<file path="src/rtl/z_alu_pkg.sv">
// z_alu_pkg: shared definitions for the Z-series multi-cycle ALU.
//   - opcode encodings OP_ADD..OP_REM and ILLEGAL_MIN (first illegal opcode)
//   - handshake FSM state encoding
//   - is_iter_op(): selects which opcodes run on the iterative mul/div datapath
package z_alu_pkg;

    localparam logic [3:0] OP_ADD = 4'd0;
    localparam logic [3:0] OP_SUB = 4'd1;
    localparam logic [3:0] OP_MUL = 4'd2;
    localparam logic [3:0] OP_DIV = 4'd3;
    localparam logic [3:0] OP_OR  = 4'd4;
    localparam logic [3:0] OP_AND = 4'd5;
    localparam logic [3:0] OP_XOR = 4'd6;
    localparam logic [3:0] OP_REM = 4'd7;

    localparam logic [3:0] ILLEGAL_MIN = 4'd8;

    typedef enum logic [1:0] {
        S_IDLE = 2'd0,
        S_BUSY = 2'd1,
        S_DONE = 2'd2
    } state_e;

    // MUL only goes iterative when the combinational multiplier is not built.
    function automatic logic is_iter_op(input logic [3:0] op, input logic fast_mul);
        return ((op == OP_MUL) && !fast_mul) || (op == OP_DIV) || (op == OP_REM);
    endfunction

endpackage

</file>
<file path="src/rtl/z_alu_iter_muldiv.sv">
// z_alu_iter_muldiv: shared one-bit-per-cycle datapath for shift-add multiply and
// restoring divide.
// Ports:
//   i_clk, i_rst_n   clock, asynchronous active-low reset
//   i_start          load operands and begin WIDTH iterations
//   i_div            1: restoring divide, 0: shift-add multiply (sampled on i_start)
//   i_a, i_b         operands (multiplier/multiplicand or dividend/divisor)
//   o_done           high during the cycle whose clock edge performs the last iteration
//   o_lo, o_hi       next-state of shift register / accumulator; on o_done these are
//                    the final {product lo, hi} or {quotient, remainder}
module z_alu_iter_muldiv #(
    parameter int unsigned WIDTH = 16
) (
    input  logic             i_clk,
    input  logic             i_rst_n,
    input  logic             i_start,
    input  logic             i_div,
    input  logic [WIDTH-1:0] i_a,
    input  logic [WIDTH-1:0] i_b,
    output logic             o_done,
    output logic [WIDTH-1:0] o_lo,
    output logic [WIDTH-1:0] o_hi
);

    localparam int unsigned CntW = $clog2(WIDTH);

    logic [WIDTH-1:0] acc_q, acc_d;
    logic [WIDTH-1:0] sreg_q, sreg_d;
    logic [WIDTH-1:0] b_q, b_d;
    logic [CntW-1:0]  cnt_q, cnt_d;
    logic             busy_q, busy_d;
    logic             div_q, div_d;

    logic [WIDTH:0]   add_sum;
    logic [WIDTH:0]   rem_sh;
    logic [WIDTH-1:0] rem_sub;

    always_comb begin
        acc_d   = acc_q;
        sreg_d  = sreg_q;
        b_d     = b_q;
        cnt_d   = cnt_q;
        busy_d  = busy_q;
        div_d   = div_q;
        o_done  = 1'b0;
        add_sum = {1'b0, acc_q} + {1'b0, b_q};
        rem_sh  = {acc_q, sreg_q[WIDTH-1]};
        // The partial remainder is always below the divisor, so the difference fits WIDTH bits.
        rem_sub = rem_sh[WIDTH-1:0] - b_q;

        if (i_start) begin
            acc_d  = '0;
            sreg_d = i_a;
            b_d    = i_b;
            div_d  = i_div;
            cnt_d  = CntW'(WIDTH - 1);
            busy_d = 1'b1;
        end else if (busy_q) begin
            if (div_q) begin
                // B==0 always "fits": quotient becomes all ones, remainder collects A.
                if (rem_sh >= {1'b0, b_q}) begin
                    acc_d  = rem_sub;
                    sreg_d = {sreg_q[WIDTH-2:0], 1'b1};
                end else begin
                    acc_d  = rem_sh[WIDTH-1:0];
                    sreg_d = {sreg_q[WIDTH-2:0], 1'b0};
                end
            end else begin
                if (sreg_q[0]) begin
                    {acc_d, sreg_d} = {add_sum, sreg_q[WIDTH-1:1]};
                end else begin
                    {acc_d, sreg_d} = {1'b0, acc_q, sreg_q[WIDTH-1:1]};
                end
            end
            cnt_d = cnt_q - CntW'(1);
            if (cnt_q == '0) begin
                busy_d = 1'b0;
                o_done = 1'b1;
            end
        end

        o_lo = sreg_d;
        o_hi = acc_d;
    end

    always_ff @(posedge i_clk or negedge i_rst_n) begin
        if (!i_rst_n) begin
            acc_q  <= '0;
            sreg_q <= '0;
            b_q    <= '0;
            cnt_q  <= '0;
            busy_q <= 1'b0;
            div_q  <= 1'b0;
        end else begin
            acc_q  <= acc_d;
            sreg_q <= sreg_d;
            b_q    <= b_d;
            cnt_q  <= cnt_d;
            busy_q <= busy_d;
            div_q  <= div_d;
        end
    end

endmodule

</file>
<file path="src/rtl/z_alu_mc.sv">
// z_alu_mc: parametrised multi-cycle unsigned integer ALU with valid/ready handshakes.
// Ports:
//   i_clk, i_rst_n              clock, asynchronous active-low reset
//   i_req_valid / o_req_ready   request handshake; operands and opcode latched at accept
//   i_data_a, i_data_b, i_ctrl  operands and opcode (0 ADD .. 7 REM, 8..15 illegal)
//   o_rsp_valid / i_rsp_ready   response handshake; outputs held while waiting
//   o_data, o_data_hi           result low / high (MUL high product, DIV/REM remainder)
//   o_carry, o_div_zero, o_illegal  status flags for the current response
module z_alu_mc
    import z_alu_pkg::*;
#(
    parameter int unsigned WIDTH    = 16,
    parameter int unsigned FAST_MUL = 0
) (
    input  logic             i_clk,
    input  logic             i_rst_n,
    input  logic             i_req_valid,
    output logic             o_req_ready,
    input  logic [WIDTH-1:0] i_data_a,
    input  logic [WIDTH-1:0] i_data_b,
    input  logic [3:0]       i_ctrl,
    output logic             o_rsp_valid,
    input  logic             i_rsp_ready,
    output logic [WIDTH-1:0] o_data,
    output logic [WIDTH-1:0] o_data_hi,
    output logic             o_carry,
    output logic             o_div_zero,
    output logic             o_illegal
);

    state_e state_q, state_d;

    logic [WIDTH-1:0] data_q, data_d;
    logic [WIDTH-1:0] hi_q, hi_d;
    logic             carry_q, carry_d;
    logic             dz_q, dz_d;
    logic             ill_q, ill_d;
    logic [3:0]       op_q, op_d;
    logic             bzero_q, bzero_d;

    logic               accept;
    logic               iter_op;
    logic               md_done;
    logic [WIDTH-1:0]   md_lo;
    logic [WIDTH-1:0]   md_hi;
    logic [WIDTH:0]     add_sum;
    logic [WIDTH:0]     sub_dif;
    logic [2*WIDTH-1:0] prod;

    assign accept  = (state_q == S_IDLE) && i_req_valid;
    assign iter_op = is_iter_op(i_ctrl, FAST_MUL != 0);
    assign add_sum = {1'b0, i_data_a} + {1'b0, i_data_b};
    // Top bit of the extended difference is the borrow, i.e. A < B.
    assign sub_dif = {1'b0, i_data_a} - {1'b0, i_data_b};
    assign prod    = {{WIDTH{1'b0}}, i_data_a} * {{WIDTH{1'b0}}, i_data_b};

    z_alu_iter_muldiv #(
        .WIDTH(WIDTH)
    ) u_muldiv (
        .i_clk  (i_clk),
        .i_rst_n(i_rst_n),
        .i_start(accept && iter_op),
        .i_div  (i_ctrl != OP_MUL),
        .i_a    (i_data_a),
        .i_b    (i_data_b),
        .o_done (md_done),
        .o_lo   (md_lo),
        .o_hi   (md_hi)
    );

    // State register
    always_ff @(posedge i_clk or negedge i_rst_n) begin
        if (!i_rst_n) begin
            state_q <= S_IDLE;
        end else begin
            state_q <= state_d;
        end
    end

    // Next-state logic
    always_comb begin
        state_d = state_q;
        case (state_q)
            S_IDLE: if (i_req_valid) state_d = iter_op ? S_BUSY : S_DONE;
            S_BUSY: if (md_done) state_d = S_DONE;
            S_DONE: if (i_rsp_ready) state_d = S_IDLE;
            default: state_d = S_IDLE;
        endcase
    end

    // Handshake outputs
    always_comb begin
        o_req_ready = (state_q == S_IDLE);
        o_rsp_valid = (state_q == S_DONE);
    end

    // Result and flag registers: cleared at every accept, loaded either at the accept edge
    // (single-cycle ops) or at the final iteration edge.
    always_comb begin
        data_d  = data_q;
        hi_d    = hi_q;
        carry_d = carry_q;
        dz_d    = dz_q;
        ill_d   = ill_q;
        op_d    = op_q;
        bzero_d = bzero_q;

        if (accept) begin
            op_d    = i_ctrl;
            bzero_d = (i_data_b == '0);
            data_d  = '0;
            hi_d    = '0;
            carry_d = 1'b0;
            dz_d    = 1'b0;
            ill_d   = 1'b0;
            if (!iter_op) begin
                case (i_ctrl)
                    OP_ADD: {carry_d, data_d} = add_sum;
                    OP_SUB: begin
                        data_d  = sub_dif[WIDTH-1:0];
                        carry_d = sub_dif[WIDTH];
                    end
                    OP_MUL: {hi_d, data_d} = prod;
                    OP_OR:  data_d = i_data_a | i_data_b;
                    OP_AND: data_d = i_data_a & i_data_b;
                    OP_XOR: data_d = i_data_a ^ i_data_b;
                    default: ill_d = (i_ctrl >= ILLEGAL_MIN);
                endcase
            end
        end else if ((state_q == S_BUSY) && md_done) begin
            dz_d   = bzero_q && (op_q != OP_MUL);
            data_d = (op_q == OP_REM) ? md_hi : md_lo;
            hi_d   = md_hi;
        end
    end

    always_ff @(posedge i_clk or negedge i_rst_n) begin
        if (!i_rst_n) begin
            data_q  <= '0;
            hi_q    <= '0;
            carry_q <= 1'b0;
            dz_q    <= 1'b0;
            ill_q   <= 1'b0;
            op_q    <= OP_ADD;
            bzero_q <= 1'b0;
        end else begin
            data_q  <= data_d;
            hi_q    <= hi_d;
            carry_q <= carry_d;
            dz_q    <= dz_d;
            ill_q   <= ill_d;
            op_q    <= op_d;
            bzero_q <= bzero_d;
        end
    end

    assign o_data     = data_q;
    assign o_data_hi  = hi_q;
    assign o_carry    = carry_q;
    assign o_div_zero = dz_q;
    assign o_illegal  = ill_q;

endmodule

</file>
<file path="config.mk">
export PLATFORM = sky130hd
export DESIGN_NAME = z_alu_mc
export DESIGN_NICKNAME = d
export VERILOG_FILES = /design/src/rtl/z_alu_pkg.sv /design/src/rtl/z_alu_iter_muldiv.sv /design/src/rtl/z_alu_mc.sv
export SDC_FILE = /design/constraint.sdc
export NUM_CORES = 1
export LEC_CHECK = 0
export BUFFER_PORTS_ARGS = -buffer_cell sky130_fd_sc_hd__clkbuf_2
export CAP_MARGIN = 40
export CORE_UTILIZATION = 62
export DETAILED_ROUTE_END_ITERATION = 8
export GPL_ROUTABILITY_DRIVEN = 0
export PLACE_DENSITY = 0.81
export RECOVER_POWER = 100
export SLEW_MARGIN = 10
export SYNTH_ARGS = -nofsm -noshare
export SYNTH_HDL_FRONTEND = slang
export SYNTH_SLANG_ARGS = --single-unit
</file>
<file path="constraint.sdc">
create_clock -name i_clk -period 3.2 [get_ports i_clk]
set_input_delay 0.64 -clock i_clk [delete_from_list [all_inputs] [get_ports i_clk]]
set_output_delay 0.64 -clock i_clk [all_outputs]
set_load 0.02 [all_outputs]
</file>
==> results of run 1 <==
per-layer routing:
metal  global-route usage  overflow
met5                0.268         0
met4                0.660         4
met3                0.531         0
met2                0.852        11
met1                0.666         1
metrics by stage:
step | util | instances | setup TNS (ps) | hold WS, ps | area [µm²]
after CTS | 0.822 | 1941 | -14110 | 366 | 15000
after global placement | 0.749 | 1892 | -21120 | 452 | 13600
after detailed placement | 0.749 | 1892 | -22010 | 463 | 13600
after floorplan | - | 1484 | -13430 | 344 | 11900
cell families after synthesis:
logic type      synth area share
simple gates               0.171
compound gates             0.212
buf+inv                   0.0886
fa+ha+maj                  0.260
flops                      0.206
xor+xnor                  0.0308
mux                       0.0326
repair_timing:
action | in CTS
setup endpoints to repair | 16
pin swaps | 76
resized for setup | 165
buffers inserted | 34
==> flow_summary.json, run 1 <==
{
  "outcome": "did not finish",
  "stop_stage": "global routing (5_1_grt)",
  "error_line": "[ERROR GRT-0232] Routing congestion too high. Check the congestion heatmap in the GUI.",
  "ys_top_cells_by_count": "nand2_1, inv_1, nor2_1",
  "endpoint_type": "register input",
  "synth_area_um2": 11700,
  "yosys.area.top_type": "dfrtp_1",
  "syn_avg_cell_area_um2": 7.86,
  "synth-edff-count": 0,
  "dieHeight_um": 139,
  "synth_flop_cell": "dfrtp_1",
  "placementRows": 49,
  "holdBufCountCts": 0,
  "worstEndpointGrtRepair": "o_data[13]$_DFFE_PN0P_/D",
  "io_buffers": 76,
  "synthArstFlopShare": 1.00,
  "io_pins": 77,
  "syn_inst": 1484,
  "grt_usage": 0.677,
  "synth_seq_cells": 96,
  "synth_most_common_cell": "nand2_1",
  "ys_seq_area_frac": 0.206,
  "initial_utilization": 0.641,
  "overflow": 16,
  "netlist.area_leader.share": 0.206,
  "synthTopCellsByArea": "dfrtp_1, ha_1, fa_1, nand2_1, inv_1",
  "ys_types": 76,
  "cts_inserted_buffers": 9,
  "clockBufferDepth": 2,
  "hpwlAfterDp_um": 31500,
  "grt_max_degree": 57,
  "yosys_warnings": 0,
  "htreeDepth": 3,
  "fp.dieW_um": 139,
  "syn_nets": 1723,
  "clk_root_buffer_cell": "clkbuf_16",
  "clock-sinks": 96,
  "dp_slack_ps": -2490
}
==> run 2, diff against run 1 <==
CORE_UTILIZATION = 40   (was 62)
PLACE_DENSITY = not set   (was 0.81)
PLACE_DENSITY_LB_ADDON = 0.15   (was not set)
==> run 2 against run 1 <==
  * The flow now finishes, with violations (max-capacitance violations, max-slew violations, negative setup slack)
  * Synthesized area is the same
  * Synthesized cell count is the same
==> flow_summary.json, run 2 <==
{
  "switching_share": 0.486,
  "sequentialPowerShare": 0.135,
  "placementRows": 62,
  "worst_slack_ps": -1870,
  "synthTopCellsByArea": "dfrtp_1, ha_1, fa_1, nand2_1, inv_1",
  "setup_viol": 21,
  "multiInputGateArea_um2": 9290,
  "ys_top_cells_by_count": "nand2_1, inv_1, nor2_1",
  "initial_utilization": 0.407,
  "dieHeight_um": 173,
  "violations": "max-capacitance violations, max-slew violations, negative setup slack",
  "vias_per_cell": 5.62,
  "syn_avg_cell_area_um2": 7.86,
  "r2r_end": "o_data[1]",
  "synth_most_common_cell": "nand2_1",
  "period_minus_slack_ps": 5070,
  "power.density_nw_per_um2": 993,
  "setup_tns_ps": -15320,
  "antenna_found_initial": 0,
  "grt_pass1_wl_um": 67600,
  "dr.pass1.iters": 5,
  "synthArstFlopShare": 1.00,
  "netlist.area_leader.share": 0.206,
  "diodes": 0,
  "clock.fmax_mhz": 197,
  "fill_cells": 2707,
  "clock-sinks": 96,
  "routed_wl_um": 45100,
  "areaGrowthSynthToFinish_pct": 35.8,
  "wire_per_inst_um": 21.1,
  "timing.rr.start": "u_muldiv.acc_q[7]",
  "htreeDepth": 3,
  "final_common_cell": "buf_4",
  "path_max_fanout": 5,
  "clk_pin_slew_ps": 80,
  "ir_drop_mv": 0.525,
  "r2r_cells": 11,
  "grt_setup_unrepaired": "yes",
  "yosys_warnings": 0,
  "internal-power_w": 0.00808,
  "crit_arrival_ps": 5320,
  "synth-edff-count": 0,
  "leakagePower_nw": 7.47,
  "cts_inserted_buffers": 9,
  "grt_max_degree": 60,
  "syn_nets": 1723,
  "io_buffers": 76,
  "ys_seq_area_frac": 0.206,
  "clockBufferDepth": 2,
  "drtIter0Drc": 929,
  "syn_inst": 1484,
  "vias": 12000,
  "ys_types": 76,
  "holdBufCountCts": 0,
  "min_path_type": "reg2reg",
  "yosys.area.top_type": "dfrtp_1",
  "crit_end": "o_data[12]",
  "io_pins": 77,
  "clk_root_buffer_cell": "clkbuf_16",
  "timing.slew.headroom": -0.0967,
  "fin_nets": 1985,
  "drc": 0,
  "critPathLaunchType": "input pin",
  "r2r_slack_ps": -230,
  "clock_latency_ps": 370,
  "tightestPinTransition_ps": 1650,
  "grt_pass1_vias": 11800,
  "power_switching_w": 0.00765,
  "cp-end-kind": "register",
  "hpwlAfterDp_um": 35100,
  "finalClockSkew_ps": 16.7,
  "ant_nets": 0,
  "seq_area_um2": 2410,
  "drive_gt1_frac": 0.291,
  "die-area_um2": 29900,
  "crit_required_ps": 3460,
  "fp.dieW_um": 173,
  "core-area_um2": 28700,
  "path_class": "in2reg",
  "comb_power_share": 0.793,
  "crit_start": "i_data_b[6]",
  "synth_seq_cells": 96,
  "grt_usage": 0.296,
  "synth_area_um2": 11700,
  "outcome": "finished with violations",
  "final-hold-violation-count": 0,
  "fin_crit_sh": 1.58,
  "fin_util": 0.552,
  "hold-path-cell-count": 2,
  "overflow": 0,
  "max_cap_viol_count": 1,
  "clock_power_share": 0.072,
  "maxSlewViolCount": 60,
  "final_cell_mix": "buf_4, nand2_1, inv_1",
  "cts_tree": "done",
  "synth_flop_cell": "dfrtp_1"
}
==> run 2: cell counts after synthesis <==
No cell type changed its count.
==> run 2: per-layer routing <==
| metal | track usage | vias up | share of wire |
|---|---|---|---|
| li1 | - | 5579 | - |
| met1 | 0.394 | 5859 | 0.42 |
| met2 | 0.477 | 443 | 0.47 |
| met3 | 0.0321 | 117 | 0.058 |
| met4 | 0.149 | 0 | 0.056 |
| met5 | 0 | - | 0 |
==> run 2: logic make-up after synthesis <==
kind of cell | Yosys count | share of synthesized area
and+or+nand+nor | 453 | 0.171
AOI/OAI and AO/OA | 383 | 0.212
buffers and inverters | 275 | 0.0886
adders and majority gates | 199 | 0.260
DFF | 96 | 0.206
xor gates and xnor gates | 41 | 0.0308
muxes | 37 | 0.0326
==> run 2: how the worst min path moves through the flow <==
stage          slack, ps  startpoint           endpoint
2_1_floorplan        340     i_rst_n            bzero_q
3_3_place_gp         460     op_q[1]            op_q[1]
3_5_place_dp         470     op_q[1]            op_q[1]
4_1_cts              390     i_rst_n  u_muldiv.acc_q[4]
5_1_grt              520     op_q[1]            op_q[1]
6_report             490   o_illegal          o_illegal
==> run 2: final cells by class <==
| type | count | area share |
|---|---|---|
| timing repair inverter | 1 | 0.000474 |
| clock inverter | 7 | 0.00513 |
| inverter | 183 | 0.0483 |
| timing repair buffer | 342 | 0.164 |
| tap | 384 | 0.0303 |
| sequential | 96 | 0.152 |
| clock buffer | 9 | 0.0142 |
| multi-input combinational | 1113 | 0.586 |
==> run 2: through the flow <==
step                total power (W)  std cells  instance area [µm²]  hold WS [ps]  setup WS (ps)
floorplan                   0.00829       1484                11900           344          -2000
global placement             0.0124       2098                14200           456          -2320
detailed placement           0.0126       2099                14200           471          -2470
CTS                          0.0146       2128                15300           389          -1850
global route                 0.0168       2135                15800           522          -2050
finish                       0.0157       2135                15800           486          -1870
==> run 2: critical path, cell delays in order <==
cell and delay [ps]:
buf_12 110, inv_8 50, buf_4 100, nor2_2 30, fa_1 480, inv_1 50, fa_1 520, fa_1 420
fa_1 490, inv_1 50, fa_1 480, inv_1 50, fa_1 490, inv_2 50, ha_4 240, and3_4 180
a311oi_4 290, xnor2_2 130, nand2_1 90, o211ai_1 100, a211o_1 270
==> run 2: repair_timing <==
action                                  CTS  global route
gates cloned                              1             0
endpoints found under the setup margin   17            30
setup buffers                            15             9
endpoints found under the hold margin     0             0
pin swaps                                54            84
resized for setup                       152           127
==> run 2: power groups by stage <==
| stage | clock network (W) | logic (W) | registers [W] |
|---|---|---|---|
| global placement | 0 | 0.0103 | 0.00215 |
| finish | 0.00114 | 0.0125 | 0.00212 |
| global route | 0.00119 | 0.0135 | 0.00216 |
| CTS | 0.00114 | 0.0114 | 0.00210 |
| detailed placement | 0 | 0.0105 | 0.00212 |
| floorplan | 0 | 0.00630 | 0.00199 |
No activity file was read; power rests on OpenSTA's default activity.
